<file path="src/rtl/spi_txn_arbiter.sv">
// Round-robin transaction arbiter sharing one SPI master engine among NUM_REQ requesters.
// Sequences the engine handshake and returns done/err pulses and read data to the owner.
//
// state  | meaning
// -------+-----------------------------------------------------------
// IDLE   | waiting for any req; picks winner from rr_ptr
// LOAD   | grant asserted; write word presented with one data_valid
// XFER   | engine enable held until matching done or timeout
// DONE   | done (and err on abort) pulse to the owner
// GAP    | engine quiet time before the next arbitration
module spi_txn_arbiter #(
   parameter int NUM_REQ    = 4,
   parameter int WORD_SIZE  = 8,
   parameter int TIMEOUT    = 64,
   parameter int GAP_CYCLES = 2
) (
   input  logic                           sclk,
   input  logic                           rst_n,
   input  logic [NUM_REQ-1:0]             req,
   input  logic [NUM_REQ-1:0]             req_rd,
   input  logic [NUM_REQ*WORD_SIZE-1:0]   req_wdata,
   output logic [NUM_REQ-1:0]             gnt,
   output logic [NUM_REQ-1:0]             done,
   output logic [NUM_REQ-1:0]             err,
   output logic [WORD_SIZE-1:0]           rdata,
   output logic                           busy,
   output logic [WORD_SIZE-1:0]           eng_data_in,
   output logic                           eng_data_valid,
   output logic                           eng_tx_en,
   output logic                           eng_rx_en,
   input  logic                           eng_tx_done,
   input  logic                           eng_rx_done,
   input  logic [WORD_SIZE-1:0]           eng_data_out
);

   localparam int PTR_W = (NUM_REQ > 1) ? $clog2(NUM_REQ) : 1;
   localparam int TMO_W = $clog2(TIMEOUT + 1);
   localparam int GAP_W = $clog2(GAP_CYCLES + 1);

   localparam logic [PTR_W:0]   NUM_REQ_W = (PTR_W + 1)'(NUM_REQ);
   localparam logic [PTR_W-1:0] LAST_IDX  = PTR_W'(NUM_REQ - 1);
   localparam logic [TMO_W-1:0] TMO_LAST  = TMO_W'(TIMEOUT - 1);
   localparam logic [GAP_W-1:0] GAP_LAST  = GAP_W'(GAP_CYCLES - 1);

   localparam logic [2:0] S_IDLE = 3'd0;
   localparam logic [2:0] S_LOAD = 3'd1;
   localparam logic [2:0] S_XFER = 3'd2;
   localparam logic [2:0] S_DONE = 3'd3;
   localparam logic [2:0] S_GAP  = 3'd4;

   logic [2:0]         state;
   logic [PTR_W-1:0]   rr_ptr;
   logic [PTR_W-1:0]   win_idx;
   logic               win_rd;
   logic               abort;
   logic [TMO_W-1:0]   tmo_cnt;
   logic [GAP_W-1:0]   gap_cnt;

   logic [PTR_W-1:0]   pick_idx;
   logic               pick_vld;
   logic [PTR_W:0]     cand;
   logic               xfer_hit;
   logic [NUM_REQ-1:0] win_onehot;

   // Scan downward so the candidate closest to rr_ptr overwrites the others.
   always_comb begin
      pick_idx = '0;
      pick_vld = 1'b0;
      cand     = '0;
      for (int j = NUM_REQ - 1; j >= 0; j--) begin
         cand = {1'b0, rr_ptr} + (PTR_W + 1)'(j);
         if (cand >= NUM_REQ_W) cand = cand - NUM_REQ_W;
         if (req[cand[PTR_W-1:0]]) begin
            pick_idx = cand[PTR_W-1:0];
            pick_vld = 1'b1;
         end
      end
   end

   assign xfer_hit = win_rd ? eng_rx_done : eng_tx_done;

   always_ff @(posedge sclk or negedge rst_n) begin
      if (!rst_n) begin
         state       <= S_IDLE;
         rr_ptr      <= '0;
         win_idx     <= '0;
         win_rd      <= 1'b0;
         abort       <= 1'b0;
         tmo_cnt     <= '0;
         gap_cnt     <= '0;
         rdata       <= '0;
         eng_data_in <= '0;
      end else begin
         case (state)
            S_IDLE: begin
               tmo_cnt <= '0;
               if (pick_vld) begin
                  win_idx <= pick_idx;
                  win_rd  <= req_rd[pick_idx];
                  abort   <= 1'b0;
                  if (!req_rd[pick_idx])
                     eng_data_in <= req_wdata[pick_idx*WORD_SIZE +: WORD_SIZE];
                  state   <= S_LOAD;
               end
            end
            S_LOAD: begin
               rr_ptr  <= (win_idx == LAST_IDX) ? '0 : win_idx + 1'b1;
               tmo_cnt <= '0;
               state   <= S_XFER;
            end
            S_XFER: begin
               // A done arriving on the last allowed cycle still counts as success.
               if (xfer_hit) begin
                  if (win_rd) rdata <= eng_data_out;
                  state <= S_DONE;
               end else if (tmo_cnt == TMO_LAST) begin
                  abort <= 1'b1;
                  state <= S_DONE;
               end else begin
                  tmo_cnt <= tmo_cnt + 1'b1;
               end
            end
            S_DONE: begin
               gap_cnt <= GAP_LAST;
               state   <= S_GAP;
            end
            S_GAP: begin
               tmo_cnt <= '0;
               if (gap_cnt == '0) state <= S_IDLE;
               else               gap_cnt <= gap_cnt - 1'b1;
            end
            default: state <= S_IDLE;
         endcase
      end
   end

   assign win_onehot = NUM_REQ'(1) << win_idx;

   always_comb begin
      gnt            = '0;
      done           = '0;
      err            = '0;
      eng_data_valid = 1'b0;
      eng_tx_en      = 1'b0;
      eng_rx_en      = 1'b0;
      busy           = (state != S_IDLE);
      if (state == S_LOAD || state == S_XFER || state == S_DONE) gnt = win_onehot;
      if (state == S_LOAD) eng_data_valid = !win_rd;
      if (state == S_XFER) begin
         eng_tx_en = !win_rd;
         eng_rx_en = win_rd;
      end
      if (state == S_DONE) begin
         done = win_onehot;
         if (abort) err = win_onehot;
      end
   end

endmodule
</file>
<file path="config.mk">
export PLATFORM = sky130hd
export DESIGN_NAME = spi_txn_arbiter
export DESIGN_NICKNAME = d
export VERILOG_FILES = /design/src/rtl/spi_txn_arbiter.sv
export SDC_FILE = /design/constraint.sdc
export NUM_CORES = 1
export LEC_CHECK = 0
export CAP_MARGIN = 20
export CORE_MARGIN = 2
export CORE_UTILIZATION = 39
export DETAILED_ROUTE_END_ITERATION = 10
export GPL_ROUTABILITY_DRIVEN = 0
export PLACE_DENSITY = 0.77
export RECOVER_POWER = 25
export SYNTH_ARGS = -nofsm -noshare
export SYNTH_HDL_FRONTEND = slang
export SYNTH_SLANG_ARGS = --single-unit
</file>
<file path="constraint.sdc">
create_clock -name sclk -period 2.34 [get_ports sclk]
set_clock_uncertainty 0.15 [all_clocks]
set_input_delay 0.585 -clock sclk [delete_from_list [all_inputs] [get_ports sclk]]
set_output_delay 0.585 -clock sclk [all_outputs]
set_load 0.05 [all_outputs]
</file>
==> metrics.md, run 1 <==
| Metric | Value |
|---|---|
| Max clock buf depth | `2` |
| Post-synthesis mux area share | `25.24%` |
| CTS Root Cell | `clkbuf_8` |
| Antenna Nets Post-Route | `0` |
| WS Path Type | `in2reg` |
| Cts hold-fix bufs | `0` |
| Fraction of registers with async set or reset after synthesis | `100.0%` |
| Vias in the first global route | `1650` |
| Dpl cell area | `3172 µm²` |
| Worst-skew pair later-pin latency | `0.28 ns` |
| Worst R2R Start | `rr_ptr[1]` |
| Ys Warns | `0` |
| EDFF count, synth | `0` |
| Worst r2r dst | `eng_data_in[5]` |
| Main combinational cell family by area after synthesis | `multiplexers` |
| First-pass GRT wire length | `7.893 mm` |
| Post-synthesis sequential area ratio | `42.79%` |
| Leak pwr | `1.524 nW` |
| Util after Layout | `68.75%` |
| Crit path DAT | `2.32 ns` |
| Worst setup SP type | `input port` |
| Final std cells w/o fill | `352` |
| Adder-cell share of the synthesized area | `3.776%` |
| Count of final hold-check violations | `0` |
| # port buffers | `83` |
| Largest net degree at the start of global routing | `35` |
| Fin. max-slew vios | `0` |
| Antenna cells | `0` |
| Clk sinks | `34` |
| Clk slew on worst S/H paths | `0.07 ns` |
| CP max FO | `5` |
| Max Cap Violations | `0` |
| Initial DRC Count | `59` |
| Cts bufs inserted | `5` |
| Routed wire length per instance | `14.51 µm` |
| TritonCTS clock tree | `done` |
| RSZ-0062 raised after global routing | `no` |
| Width of the die | `75.40 µm` |
| Hold depth | `2` |
| Reg area | `853.3 µm²` |
| DRT Pass-1 Iters | `4` |
| FP Rows | `25` |
| Worst Setup SP | `req[1]` |
| Vias | `1703` |
| Ys flop type | `dfrtp_1` |
| Total grt overflow | `0` |
| DR DRC count | `0` |
| Io pins | `84` |
| Synth Area in Compound Gates | `7.552%` |
| Initial antenna violation count | `0` |
| Core Area | `4817 µm²` |
| Die height | `75.40 µm` |
| Final nets | `342` |
| Final Cycle Share | `98.87%` |
| R2R cell count | `8` |
| Unique masters post-synth | `35` |
| Die area | `5685 µm²` |
| Gr usage total | `18.54%` |
| WP data required | `2.35 ns` |
| Post-Syn Nets | `243` |
| Setup slack, reg-to-reg | `0.12 ns` |
| Post-Synth XOR/XNOR Area | `2.643%` |
| Worst Tran Pin Value | `0.8485 ns` |
| Post-DP HPWL | `3.933 mm` |
| Routed wire length | `5.107 mm` |
| # setup viols final | `0` |
| Cell count after synthesis | `185` |
| PD cells | `1297 nW/µm²` |
| Share of layout cells above drive strength 1 | `25.26%` |
| Dpl cells | `343` |
| Crit path to | `eng_data_in[5]` |
| Vias/cell | `4.838` |
| Synth Register Bits | `34` |
| Initial core utilization | `41.27%` |
| Mean post-synth cell area | `10.75 µm²` |
| Setup crit end kind | `flip-flop` |
| Post-Syn Area | `1988 µm²` |
| Post-Synth Simple-Gate Area | `14.47%` |
| Slew margin rel. | `43.44%` |
| Fill cell total of the finished layout | `378` |
| Total setup buffers inserted after CTS | `0` |
| Layout area overhead | `66.58%` |
| Peak VDD IR | `863.1 µV` |
| Fmax | `432.2 MHz` |
| Status | `completed` |
| Multi-input gate area | `1105 µm²` |
| Worst hold path class | `reg2reg` |
| Fin crit period | `2.314 ns` |
| CTS H-Tree Depth | `2` |
| Final instance area | `3312 µm²` |
## flip-flops by register name, summed over array words and instances (netlist names)
register     cells
abort            1
eng_data_in      8
gap_cnt          2
rdata            8
rr_ptr           2
state            3
tmo_cnt          7
win_idx          2
win_rd           1
## report_power, final
part	internal [mW]	leakage [nW]	switching (mW)	total, mW
clock network	0.297	0.0575	0.206	0.503
logic	1.29	1.05	1.50	2.78
registers	0.828	0.421	0.183	1.01
## worst min-delay path by stage
stage / from / end / slack [ns]
2_1_floorplan: rst_n / abort / 0.14
3_3_place_gp: tmo_cnt[6] / tmo_cnt[6] / 0.33
3_5_place_dp: tmo_cnt[6] / tmo_cnt[6] / 0.34
4_1_cts: tmo_cnt[6] / tmo_cnt[6] / 0.35
5_1_grt: tmo_cnt[6] / tmo_cnt[6] / 0.38
6_report: tmo_cnt[6] / tmo_cnt[6] / 0.35
## metrics by stage
step | setup slack (ns) | hold slack (ns) | setup TNS, ns | power (mW)
3_5_place_dp | -0.4981 | 0.3430 | -4.240 | 3.728
6_report | 0.02644 | 0.3459 | 0 | 4.296
4_1_cts | 0.01367 | 0.3531 | 0 | 4.299
2_1_floorplan | -0.0008544 | 0.1394 | -0.006835 | 2.713
5_1_grt | 0.006238 | 0.3801 | 0 | 4.536
3_3_place_gp | -0.4595 | 0.3320 | -3.909 | 3.705
## critical path, stage by stage
cell	delay [ns]
dlygate4sd2_1	0.27
or4_4	0.46
nand2b_4	0.10
inv_2	0.04
and2_4	0.16
a22oi_4	0.25
buf_12	0.17
mux2_4	0.29
## synthesized netlist by cell type (4+ instances only)
cell type | n | share of area [%]
a21oi_1 | 6 | 1.5
ha_1 | 6 | 3.8
mux2i_1 | 28 | 14
o21ai_0 | 5 | 1.3
mux2_4 | 8 | 6.0
and2_1 | 9 | 2.8
mux2_2 | 9 | 5.1
inv_1 | 9 | 1.7
nand2b_1 | 4 | 1.3
and3_1 | 6 | 1.9
nor2_1 | 21 | 4.0
nand2_1 | 8 | 1.5
dfrtp_1 | 34 | 43
## per-layer routing
metal | track usage [%] | wire [µm]
met4 | 4.483 | 46
met1 | 23.24 | 2057
met2 | 31.11 | 2752
met3 | 6.085 | 250
met5 | 0 | 0
## layout by cell type, fill, tap and decap left out, types with 2 or more instances in the layout
cell type,Yosys,final
nor2_1,21,19
a21oi_1,6,6
and3_1,6,6
and2_1,9,8
dfrtp_1,34,32
nor2b_1,2,2
o21ai_0,5,5
inv_1,9,9
mux2_4,8,8
buf_12,0,17
mux2_2,9,9
clkdlybuf4s50_1,0,62
clkbuf_8,0,8
clkbuf_2,0,2
xor2_1,3,3
nand2_1,8,8
mux2i_1,28,27
xnor2_1,3,3
buf_4,0,12
dfrtp_2,0,2
nand2b_1,4,3
ha_1,6,6
## kinds of logic after synthesis
family	after synthesis
and+or+nand+nor	58
muxes	45
DFF	34
AOI/OAI and AO/OA	20
buffers and inverters	16
xor gates and xnor gates	6
adders and majority gates	6
## cell type report
class / count / area share, %
multi-input cells: 135 / 33.36
well taps: 67 / 2.531
flip-flops and latches: 34 / 25.76
clock buffers: 8 / 3.325
inverters: 10 / 1.133
repair buffers: 98 / 33.89
## repair_timing
item / 4_1_cts / 5_1_grt
pin swaps: 2 / 2
resized for setup: 9 / 8
cloned: 1 / 0
endpoints found under the setup margin: 13 / 17
No activity file was read; power rests on OpenSTA's default activity.
==> run 2, diff against run 1 <==
--- a/config.mk
+++ b/config.mk
@@ -7,11 +7,12 @@
 export LEC_CHECK = 0
 export CAP_MARGIN = 20
 export CORE_MARGIN = 2
-export CORE_UTILIZATION = 39
+export CORE_UTILIZATION = 43
 export DETAILED_ROUTE_END_ITERATION = 10
 export GPL_ROUTABILITY_DRIVEN = 0
-export PLACE_DENSITY = 0.77
+export PLACE_DENSITY = 0.81
 export RECOVER_POWER = 25
+export SETUP_SLACK_MARGIN = 0.2
 export SYNTH_ARGS = -nofsm -noshare
 export SYNTH_HDL_FRONTEND = slang
 export SYNTH_SLANG_ARGS = --single-unit
==> constraint.sdc (replaced) <==
create_clock -name sclk -period 2.4 [get_ports sclk]
set_clock_uncertainty 0.15 [all_clocks]
set_input_delay 0.6 -clock sclk [delete_from_list [all_inputs] [get_ports sclk]]
set_output_delay 0.6 -clock sclk [all_outputs]
set_load 0.05 [all_outputs]
==> run 2 against run 1 <==
Against the previous run: clock power down 22%; worst hold slack better by 0.0042 ns; global-route usage up 3.3 points; final cell count down 1.7%; sequential power about the same; first-iteration DRC count down 6.8%; combinational power up 1%; register-to-register slack better by 0.09 ns; wire length up 3.3%; setup slack better by 0.15 ns; die area down 8.8%.
==> metrics.md, run 2 (synthesis results as in run 1) <==
| Metric | Value |
|---|---|
| Worst Setup SP | `state[0]` |
| Largest net degree at the start of global routing | `35 (unchanged)` |
| Die height | `72.00 µm (-4.5%)` |
| Worst hold path class | `reg2reg` |
| RSZ-0062 raised after global routing | `yes` |
| Vias in the first global route | `1816 (+10%)` |
| Max clock buf depth | `2 (unchanged)` |
| Fmax | `449.8 MHz` |
| WP data required | `1.65 ns (-0.70 ns)` |
| Routed wire length per instance | `15.25 µm (+5.1%)` |
| Post-DP HPWL | `3.977 mm (+1.1%)` |
| Commonest non-fill, non-tap cells in the layout | `clkdlybuf4s50_1 (46), dfrtp_1 (32), mux2i_1 (26), buf_4 (19)` |
| Count of final hold-check violations | `0 (unchanged)` |
| Status | `completed` |
| Final Cycle Share | `92.63%` |
| Initial DRC Count | `55 (-6.8%)` |
| Vias/cell | `5.165 (+6.8%)` |
| Total grt overflow | `0 (unchanged)` |
| Initial antenna violation count | `0 (unchanged)` |
| TritonCTS clock tree | `done` |
| Worst Tran Pin Value | `0.8402 ns (-0.008280 ns)` |
| Setup crit end kind | `output pin` |
| Leak pwr | `1.614 nW (+6.0%)` |
| Fin. max-slew vios | `0 (unchanged)` |
| Crit path DAT | `1.47 ns (-0.85 ns)` |
| Worst R2R Start | `rr_ptr[1]` |
| # setup viols final | `0 (unchanged)` |
| Antenna Nets Post-Route | `0 (unchanged)` |
| WS Path Type | `reg2out` |
| Hold path startpoint | `rdata[3]` |
| Worst setup SP type | `flip-flop` |
| Width of the die | `72.00 µm (-4.5%)` |
| Sum Neg Setup Slack | `0 ns (unchanged)` |
| First-pass GRT wire length | `8.666 mm (+9.8%)` |
| Dpl cells | `328 (-4.4%)` |
| Max Cap Violations | `0 (unchanged)` |
| CTS Root Cell | `clkbuf_8` |
| # port buffers | `83 (unchanged)` |
| Clk slew on worst S/H paths | `0.06 ns (about the same)` |
| CTS H-Tree Depth | `2 (unchanged)` |
| Initial core utilization | `45.04% (+3.8 points)` |
| CP max FO | `7 (+2)` |
| Vias | `1787 (+4.9%)` |
| Peak VDD IR | `918.9 µV (+6.5%)` |
| Routed wire length | `5.276 mm (+3.3%)` |
| Commonest non-fill, non-tap cell in the layout | `clkdlybuf4s50_1` |
| Fin crit period | `2.223 ns` |
| Io pins | `84 (unchanged)` |
| DRT Pass-1 Iters | `4 (unchanged)` |
| Util after Layout | `77.10% (+8.3 points)` |
| Antenna cells | `0 (unchanged)` |
| Slew margin rel. | `43.99% (+0.55 points)` |
| Die area | `5183 µm² (-8.8%)` |
| Clk sinks | `34 (unchanged)` |
| DR DRC count | `0 (unchanged)` |
| Layout area overhead | `71.18%` |
| PD cells | `1238 nW/µm² (-4.6%)` |
| Worst-skew pair later-pin latency | `0.28 ns (about the same)` |
| Final nets | `352 (+2.9%)` |
| Core Area | `4414 µm² (-8.4%)` |
| FP Rows | `24 (-4.0%)` |
| Largest registers | `eng_data_in: 8 flops, rdata: 8 flops, tmo_cnt: 7 flops` |
| Worst slack at placement | `-0.4271 ns (+0.07100 ns)` |
| Final std cells w/o fill | `346 (-1.7%)` |
| Cts bufs inserted | `5 (unchanged)` |
| Gr usage total | `21.85% (+3.3 points)` |
| Final WS setup | `0.1770 ns (+0.1505 ns)` |
| Share of layout cells above drive strength 1 | `31.97% (+6.7 points)` |
[run 2: cell types whose count changed in the layout (fill, tap and decap cells not counted), sizes merged]
cell,before,now
clkdlybuf4s15,1,0
clkbuf,10,9
buf,31,42
clkdlybuf4s50,62,46
dlymetal6s2s,0,3
nor2,21,22
dlygate4sd2,1,13
[run 2: layout make-up]
type / count / area (µm²)
clock buffer: 7 / 76.32
fill: 293 / 1011
multi-input combinational: 136 / 1187
tap: 52 / 65.06
inverter: 10 / 37.54
sequential: 34 / 853.3
timing repair buffer: 107 / 1184
[run 2: per-stage QoR]
| step | hold slack [ns] | power, mW | cell area, µm² |
|---|---|---|---|
| 2_1_floorplan | 0.1544 | 2.634 | 2012 |
| 3_3_place_gp | 0.3327 | 3.584 | 3153 |
| 3_5_place_dp | 0.3468 | 3.629 | 3153 |
| 4_1_cts | 0.3596 | 4.158 | 3361 |
| 5_1_grt | 0.3693 | 4.438 | 3403 |
| 6_report | 0.3501 | 4.212 | 3403 |
[run 2: final timing paths]
kind,endpoint,slack [ns],cells after the start
max reg2reg,eng_data_in[2],0.21,8
max in group asynchronous,state[2],0.73,2
min reg2reg,rdata[3],0.35,1
max,err[1],0.18,4
min,rdata[3],0.35,1
min in group asynchronous,rr_ptr[0],0.79,2
[run 2: worst max-delay path, cell delays in order, from the launching register on]
cell and delay (ns):
dfrtp_1 0.55, nand2b_4 0.14, nor2_4 0.16, and3_4 0.21
buf_12 0.13
[run 2: power breakdown]
part	total, mW	internal [mW]	leakage (nW)	switching (mW)
logic	2.82	1.29	1.16	1.53
clock network	0.394	0.200	0.0383	0.195
registers	0.996	0.806	0.420	0.190
total	4.21	2.29	1.61	1.92
[run 2: metal layers]
layer	GRT usage, %	vias up	part of all wire (%)
li1	-	860	-
met1	25.67	863	39
met2	37.65	56	53
met3	6.389	8	5.0
met4	8.595	0	2.6
met5	0	-	0
[run 2: what timing repair did]
item,CTS,global route
gates resized for setup,50,13
hold buffers,0,0
setup buffers,6,3
gates cloned,2,0
endpoints found under the setup margin,36,26
hold endpoints to repair,0,0
pin swaps,4,5
